**config.mk**
```make
export PLATFORM = sky130hd
export DESIGN_NAME = store_unit
export DESIGN_NICKNAME = d
export VERILOG_FILES = /design/src/rtl/store_unit.sv
export SDC_FILE = /design/constraint.sdc
export NUM_CORES = 1
export LEC_CHECK = 0
export BUFFER_PORTS_ARGS = -buffer_cell sky130_fd_sc_hd__clkbuf_2
export CAP_MARGIN = 20
export CORE_MARGIN = 2
export CORE_UTILIZATION = 40
export CTS_CLUSTER_SIZE = 30
export DETAILED_ROUTE_END_ITERATION = 10
export PLACE_DENSITY = 0.69
export SYNTH_ARGS = -nofsm -noshare
export SYNTH_HDL_FRONTEND = slang
export SYNTH_SLANG_ARGS = --single-unit
```
**constraint.sdc**
```tcl
create_clock -name clk -period 2.1 [get_ports clk]
set_input_delay 0.63 -clock clk [delete_from_list [all_inputs] [get_ports clk]]
set_output_delay 0.63 -clock clk [all_outputs]
set_load 0.01 [all_outputs]
```
**src/rtl/store_unit.sv**
```systemverilog
// store_unit: turns one execute-stage store (address, right-aligned data,
// size) into a single word-aligned data-memory write with lane-shifted data
// and byte mask. Owns the memory valid/ready handshake, a response timeout,
// and reports done / misaligned / fault back to the core.
module store_unit #(
  parameter int unsigned MEM_TIMEOUT = 16,
  parameter int unsigned TO_WIDTH    = 5
) (
  input  logic        clk,
  input  logic        rst_n,
  input  logic        st_valid,
  output logic        st_ready,
  input  logic [31:0] st_addr,
  input  logic [31:0] st_data,
  input  logic [1:0]  write_strobe,
  output logic        mem_valid,
  input  logic        mem_ready,
  output logic [31:0] mem_addr,
  output logic [31:0] mem_wdata,
  output logic [3:0]  mem_wmask,
  output logic        st_done,
  output logic        st_misaligned,
  output logic        st_fault
);

  localparam logic [1:0] IDLE  = 2'd0;
  localparam logic [1:0] ISSUE = 2'd1;
  localparam logic [1:0] RESP  = 2'd2;
  localparam logic [1:0] ERR   = 2'd3;

  localparam logic [1:0] SZ_BYTE = 2'b00;
  localparam logic [1:0] SZ_HALF = 2'b01;
  localparam logic [1:0] SZ_WORD = 2'b10;

  logic [1:0]          state_q;
  logic [1:0]          state_d;
  logic [TO_WIDTH-1:0] cnt_q;
  logic [TO_WIDTH-1:0] cnt_d;
  logic                timeout_c;
  logic                limit_hit_c;
  logic                illegal_c;
  logic                accept_c;
  logic [1:0]          off_c;
  logic [31:0]         lane_data_c;
  logic [3:0]          lane_mask_c;

  // Request is only taken while idle; st_ready is a pure decode of the state.
  assign st_ready = (state_q == IDLE);
  assign accept_c = (state_q == IDLE) && st_valid;

  // Count reaching the limit on this cycle (timeout disabled when limit is 0).
  assign limit_hit_c = (MEM_TIMEOUT != 0) &&
                       (cnt_q == TO_WIDTH'(MEM_TIMEOUT - 1));

  // Alignment check and lane placement of the incoming request.
  always_comb begin
    off_c       = st_addr[1:0];
    lane_data_c = 32'd0;
    lane_mask_c = 4'd0;
    illegal_c   = 1'b0;
    case (write_strobe)
      SZ_BYTE: begin
        lane_data_c = {24'd0, st_data[7:0]} << {off_c, 3'b000};
        lane_mask_c = 4'b0001 << off_c;
      end
      SZ_HALF: begin
        // Offsets 1 and 2 still fit inside one word.
        illegal_c   = (off_c == 2'd3);
        lane_data_c = {16'd0, st_data[15:0]} << {off_c, 3'b000};
        lane_mask_c = 4'b0011 << off_c;
      end
      SZ_WORD: begin
        illegal_c   = (off_c != 2'd0);
        lane_data_c = st_data;
        lane_mask_c = 4'b1111;
      end
      default: begin
        illegal_c = 1'b1;
      end
    endcase
  end

  // Next-state and timeout counter.
  always_comb begin
    state_d   = state_q;
    cnt_d     = cnt_q;
    timeout_c = 1'b0;
    case (state_q)
      IDLE: begin
        cnt_d = '0;
        if (st_valid) begin
          state_d = illegal_c ? ERR : ISSUE;
        end
      end
      ISSUE: begin
        if (mem_ready) begin
          // A handshake on the limit cycle still counts as success.
          state_d = RESP;
        end else begin
          cnt_d = cnt_q + TO_WIDTH'(1);
          if (limit_hit_c) begin
            state_d   = RESP;
            timeout_c = 1'b1;
          end
        end
      end
      RESP: begin
        cnt_d   = '0;
        state_d = IDLE;
      end
      ERR: begin
        state_d = IDLE;
      end
      default: begin
        state_d = IDLE;
      end
    endcase
  end

  // State, counter and registered status outputs.
  always_ff @(posedge clk or negedge rst_n) begin
    if (!rst_n) begin
      state_q       <= IDLE;
      cnt_q         <= '0;
      mem_valid     <= 1'b0;
      st_done       <= 1'b0;
      st_misaligned <= 1'b0;
      st_fault      <= 1'b0;
    end else begin
      state_q       <= state_d;
      cnt_q         <= cnt_d;
      mem_valid     <= (state_d == ISSUE);
      st_done       <= (state_d == RESP) || (state_d == ERR);
      st_misaligned <= (state_d == ERR);
      st_fault      <= timeout_c;
    end
  end

  // Write payload captured on a legal accept and held through the handshake.
  always_ff @(posedge clk or negedge rst_n) begin
    if (!rst_n) begin
      mem_addr  <= 32'd0;
      mem_wdata <= 32'd0;
      mem_wmask <= 4'd0;
    end else if (accept_c && !illegal_c) begin
      mem_addr  <= {st_addr[31:2], 2'b00};
      mem_wdata <= lane_data_c;
      mem_wmask <= lane_mask_c;
    end
  end

endmodule

```
# == Yosys cells after proc, flatten, opt, wreduce, memory -nomap -nowiden ==
# Index checks and enable logic that the tools add are counted.
# word_totals
latchBits,0
ram_bits,0
mem_count,0
reg_bits,77
in_bits,70
wordCells,49
mem_bits_ro,0
output_inout_bits,73
# op_classes
reduce_logical,11
muxes,13
magnitude_cmp,0
n_shift,4
div,0
addsub,1
bitwise_logic,0
eq_ne,11
multipliers,0
# ops
cell,n
32-bit case mux with 3 select lines,1
16-bit by 5-bit << shifter with 32-bit output,1
8-bit by 5-bit << shifter with 32-bit output,1
"2-bit == test, second input constant",6
4-bit case mux with 3 select lines,1
5-bit case mux with 2 select lines,1
2-bit two-way mux,4
"2-bit by 1-bit == test with 1-bit output, second input constant",3
2-bit case mux with 3 select lines,1
"5-bit by 1-bit adder with 5-bit output, second input constant",1
"5-bit by 4-bit == test with 1-bit output, second input constant",1
5-bit two-way mux,1
2-bit zero test,2
2-bit nonzero test,2
2-bit OR reduction,2
"1-bit by 2-bit << shifter with 4-bit output, first input constant",1
"2-bit by 2-bit << shifter with 4-bit output, first input constant",1
1-bit two-way mux,3
1-bit case mux with 3 select lines,1
1-bit logical AND,2
"2-bit inequality test, second input constant",1
2-bit AND reduction,1
1-bit zero test,1
1-bit logical OR,1

# == Longest topological paths before layout ==
# Gate-level depths: netlist of the first run.
# logic_depth
depth_word,7
depth_mapped,7
depth_no_buf,5

# == Worst setup path before layout of the first run ==
# Ideal clock, no wire load.
# synth_path
kind,input to register
startpoint,in write_strobe[1]
endpoint,reg mem_wdata[24]
arrival_time_ps,1602
path_slack_ps,365
n_path_buf,3
t_required_ps,1967
stages,6
setup_time_ps,133
path_cell_list,buf_2 -> nor2b_1 -> buf_2 -> buf_2 -> a222oi_1 -> o21ai_0
# synth_between
elab_chain_cells,4
word_cells_on_any_way,7
cone_classes,eq/ne (2); mux (2); reduce/logical (3)
# synth_rtl
element,line,rtl
from (decl),15,"input logic [1:0] write_strobe,"
"2-bit == test, or another cell as far along",61,case (write_strobe)
1-bit case mux with 3 select lines,61,
1-bit zero test,145,end else if (accept_c && !illegal_c) begin
1-bit logical AND,145,
to (signal assigned),147,mem_wdata <= lane_data_c;
to (decl),19,"output logic [31:0] mem_wdata,"
# Several ways; a longest one is shown, not always the timed one.
# A chain may end at the register's enable or synchronous reset.

# == Worst setup path after layout of the first run ==
# layout_path
startpoint,reg state_q[0]
endpoint,out st_ready
# layout_between
elab_chain_cells,1
# layout_rtl
element,line,rtl
from (decl),35,logic [1:0] state_q;
from (signal assigned),130,state_q <= state_d;
2-bit zero test,48,assign st_ready = (state_q == IDLE);
to (decl),12,"output logic st_ready,"
# Every way passes these cells.

==> flow_metrics.tcl, run 1 <==
set metrics [dict create \
    status "complete, no violations" \
    path_cells "nor2_1 -> clkbuf_2" \
    cp_slowest_stage_delay_ns 0.51 \
    portBuffers 140 \
    nFillCells 838 \
    hold_buffers 0 \
    core_um2 8640 \
    arrival_ns 1.14 \
    gp_congestion 0.809 \
    slew_viol_final 0 \
    worst_path_max_delay_cell "dfrtp_1" \
    syn_area_um2 3510 \
    ys_ff_latch 77 \
    die_area_um2 9550 \
    grt_pass1_wl_mm 15.6 \
    num_rows 34 \
    antenna_cells 0 \
    synthToLayoutAreaGrowth_pct 28.2 \
    via_count 3225 \
    synth_edf_count 0 \
    finish.net_count 582 \
    grt_pass1_vias 3206 \
    worst-path-max-fanout 11 \
    clock_sinks 77 \
    route.detailed.drc 0 \
    layout-drive-gt1-share 0.334 \
    timing.setup.tns_ns 0 \
    clk_pin_slew_ns 0.09 \
    die-width_um 97.7 \
    drtPass1Iterations 6 \
    finalPower_uw 5540 \
    via_per_inst 5.18 \
    fin_cells 623 \
    rsz0062_at_grt "no" \
    cts_root_buf "clkbuf_8" \
    finalSetupViolCount 0 \
    drt-initial-drc-count 182 \
    synthTopCellsByCount "139 x nand2_1, 77 x dfrtp_1, 20 x buf_2" \
    yosysMostFrequentCell "nand2_1" \
    crit_required_ns 1.47 \
    worst_setup_path_end_kind "output port" \
    multi_input_area_um2 1430 \
    synth_cell_types 36 \
    yosys-top-cells-area "dfrtp_1 55%, nand2_1 15%, a222oi_1 4.6%" \
    ys_warn_count 0 \
    hold_ws_ns 0.224 \
    yosys.area.top_type "dfrtp_1" \
    grt_max_degree 56 \
    fin_worst_skew_ns 0.0140 \
    cts_resized 0 \
    overflow 0 \
    leakage_uw 0.00237 \
    synth_top_area_frac 0.548 \
    synth_area_per_cell_um2 9.35 \
    ys.flop_type "dfrtp_1" \
    hold_viol 0 \
    antenna_found_initial 0 \
    seq_area_um2 1930 \
    period_share 0.842 \
    io_pins 143 \
    ctsLongestPathBuffers 2 \
    peakVddDrop_v 0.000443 \
    fin_util 0.522 \
    start_util 0.407 \
    dp.cells 607 \
    critPathLaunchType "register" \
    hold_class "input port to async pin" \
    tritoncts "yes" \
    criticalPathCategory "register to output port" \
    maxCapViolCount 0 \
    fin_crit_ns 1.77 \
    cts_buffers 9 \
    hpwlAfterDp_mm 6.97 \
    clk_latency_ns 0.35 \
    wl_per_cell_um 15.2 \
    wirelength_mm 9.46 \
    p_per_area_nw_per_um2 1230 \
    synth_cells 376 \
    track_usage 0.201 \
    cts-htree-levels 3 \
    cts_setup_buffers 0 \
    fmaxAchievable_ghz 0.565 \
    die_height_um 97.7 \
    async_flop_share 1.00 \
    ys_seq_area_frac 0.548 \
    ant_nets 0 \
]
layout make-up:
| type | count | area share |
|---|---|---|
| clock buffer | 11 | 0.0292 |
| clock inverter | 5 | 0.00806 |
| inverter | 3 | 0.00250 |
| multi-input combinational | 267 | 0.318 |
| sequential | 77 | 0.428 |
| tap | 108 | 0.0300 |
| timing repair buffer | 152 | 0.184 |
power breakdown:
part           switching [uW]  internal, uW
combinational            1200           850
clock                     556           432
sequential                381          2120
state kept, by name, indices dropped and copies added, names as in the netlist, 2 cells and up:
| register | cells |
|---|---|
| mem_addr | 30 |
| mem_wmask | 4 |
| mem_wdata | 32 |
| state_q | 2 |
| cnt_q | 5 |
worst max-delay path, delay by kind of cell, from the launching register on:
kind,cells,cell delay (ns)
AND/OR/NAND/NOR,1,0.15
buffers and inverters,1,0.14
flip-flops,1,0.51
metrics by stage:
stage               setup WS, ns  area, um^2
finish                     0.331        4500
detailed placement         0.119        4340
global route               0.183        4500
global placement           0.183        4340
CTS                        0.313        4500
floorplan                  0.365        3520
layer usage:
metal | vias to the layer above | wire, um | GRT usage
met4 | 0 | 124 | 0.0588
met3 | 13 | 713 | 0.0523
li1 | 1552 | - | -
met2 | 128 | 4690 | 0.346
met5 | - | 0 | 0
met1 | 1532 | 3930 | 0.251
final timing paths:
kind	start	endpoint	slack (ns)	cells after the start
setup / recovery	state_q[0]	st_ready	0.33	2
hold / removal	rst_n	mem_addr[31]	0.22	1
setup reg to reg	state_q[0]	mem_wdata[8]	0.37	5
hold reg to reg	mem_wdata[6]	mem_wdata[6]	0.47	2
max in group asynchronous	rst_n	mem_wdata[17]	1.31	2
min in group clk	mem_wdata[6]	mem_wdata[6]	0.47	2
kinds of logic after synthesis:
family | Yosys count | synth area share
fa+ha+maj | 2 | 0.00712
compound gates | 68 | 0.142
simple gates | 192 | 0.246
other cells | 1 | 0.00107
flops | 77 | 0.548
buf+inv | 33 | 0.0477
xor+xnor | 3 | 0.00748
layout by cell type (no fill, tap or decap), types with 3 or more instances in the layout:
cell type     n
clkbuf_8      9
buf_12        3
dfrtp_1      77
a31oi_1       8
a32oi_1       9
nor2b_1      10
clkinvlp_4    3
a222oi_1     16
and2_1        4
nand2_1     139
nor2_1       13
clkbuf_2    139
o21ai_1       5
buf_4        10
o211ai_1      3
a21oi_1       4
nand3_1      10
o21ai_0      17
and3_1        4
Note: power is estimated with default switching activity, not from simulation.
==> run 2: changes to the inputs <==
==> constraint.sdc (replaced) <==
create_clock -name clk -period 1.8 [get_ports clk]
set_input_delay 0.54 -clock clk [delete_from_list [all_inputs] [get_ports clk]]
set_output_delay 0.54 -clock clk [all_outputs]
set_load 0.01 [all_outputs]
==> run 2 against run 1 <==
  * Final area increased by 2.4%
  * Die area unchanged
  * Cell count increased by 1.3%
  * Sequential cell count unchanged
  * Wire length increased by 2.3%
  * Clock skew increased by 0.0024 ns
  * Sequential power increased by 17%
  * Non-clock buffer count increased by 8
  * Combinational power increased by 20%
  * Register-to-register slack got worse by 0.12 ns
  * Critical endpoint unchanged
  * Highest routed layer unchanged
==> flow_metrics.tcl, run 2 (synthesis gave the netlist of run 1 again) <==
set metrics [dict create \
    status "complete, no violations" \
    track_usage 0.201 \
    fmaxAchievable_ghz 0.579 \
    period_share 0.959 \
    critPathLaunchType "register" \
    worstMarginPinSlew_ns 0.506 \
    grt_pass1_vias 3117 \
    via_per_inst 5.16 \
    drt-initial-drc-count 223 \
    path_cells "buf_4 -> nor2_1 -> clkbuf_2" \
    grt_max_degree 41 \
    criticalPathCategory "register to output port" \
    cts_resized 0 \
    maxCapViolCount 0 \
    place_area_um2 4420 \
    cts-htree-levels 3 \
    slew_viol_final 0 \
    reg_top3 "mem_wdata x32, mem_addr x30, cnt_q x5" \
    leakage_uw 0.00244 \
    antenna_cells 0 \
    peakVddDrop_v 0.000447 \
    overflow 0 \
    cts_setup_buffers 0 \
    finalSetupViolCount 0 \
    drtPass1Iterations 7 \
    hold_viol 0 \
    finish.net_count 590 \
    path_buf_inv 2 \
    hpwlAfterDp_mm 7.22 \
    hold_buffers 0 \
    wirelength_mm 9.67 \
    synthToLayoutAreaGrowth_pct 31.3 \
    start_util 0.407 \
    largest_register "mem_wdata" \
    crit_required_ns 1.26 \
    crit_family "flip-flops" \
    cp_slowest_stage_delay_ns 0.42 \
    io_pins 143 \
    wl_per_cell_um 15.3 \
    cts_buffers 9 \
    final_cell_area_um2 4610 \
    arrival_ns 1.19 \
    fin_crit_ns 1.73 \
    ant_nets 0 \
    cts_root_buf "clkbuf_8" \
    largest_reg_flops 32 \
    worst-path-max-fanout 9 \
    via_count 3253 \
    timing.setup.tns_ns 0 \
    route.detailed.drc 0 \
    core_um2 8640 \
    die-width_um 97.7 \
    worst_setup_path_end_kind "output port" \
    grt_pass1_wl_mm 15.2 \
    antenna_found_initial 0 \
    worst_path_max_delay_cell "dfrtp_1" \
    slew_headroom 0.660 \
    hold_ws_ns 0.109 \
    clock_sinks 77 \
    clk_pin_slew_ns 0.09 \
    die_area_um2 9550 \
    rsz0062_at_grt "no" \
    portBuffers 140 \
    hold_class "input port to async pin" \
    clk_latency_ns 0.36 \
    ctsLongestPathBuffers 2 \
    gp_congestion 0.841 \
    fin_worst_skew_ns 0.0164 \
    p_per_area_nw_per_um2 1450 \
    die_height_um 97.7 \
    mostFrequentLayoutCells "139 x nand2_1, 139 x clkbuf_2, 77 x dfrtp_1" \
    layout-drive-gt1-share 0.344 \
    num_rows 34 \
    tritoncts "yes" \
]
==> run 2: final timing paths <==
path / start / depth (start not counted) / endpoint / slack (ns)
setup / recovery: state_q[0] / 3 / st_ready / 0.07
hold / removal: rst_n / 1 / mem_addr[4] / 0.11
hold reg to reg: mem_wdata[7] / 2 / mem_wdata[7] / 0.47
min in group clk: st_addr[11] / 3 / mem_addr[11] / 0.37
max in group asynchronous: rst_n / 2 / mem_wdata[14] / 1.12
setup reg to reg: state_q[1] / 5 / mem_wdata[12] / 0.25
==> run 2: area by class of cell <==
cell class / count / area [um^2]
Clock buffer: 11 / 131
Multi-Input combinational cell: 267 / 1430
Sequential cell: 77 / 1930
Clock inverter: 5 / 60.1
Tap cell: 108 / 135
Fill cell: 823 / 4020
Inverter: 3 / 11.3
Timing Repair Buffer: 160 / 916
==> run 2: report_power, final <==
part	switching [uW]	internal, uW
combinational	1430	1040
clock	655	647
sequential	443	2480
total	2520	4160
==> run 2: metrics by stage <==
step / std cells / power (uW) / util / setup slack, ns
2_1_floorplan: 377 / 4210 / - / 0.155
3_3_place_gp: 615 / 5390 / 0.512 / 0.115
3_5_place_dp: 615 / 5470 / 0.512 / 0.0484
4_1_cts: 631 / 6780 / 0.534 / 0.0556
5_1_grt: 631 / 7180 / 0.534 / 0.0195
6_report: 631 / 6690 / 0.534 / 0.0735
==> run 2: routing by layer <==
layer | track usage | vias up | share of wire
met5 | 0 | - | 0
met4 | 0.0844 | 0 | 0.027
met3 | 0.0630 | 25 | 0.073
met2 | 0.325 | 141 | 0.49
met1 | 0.251 | 1518 | 0.41
li1 | - | 1569 | -
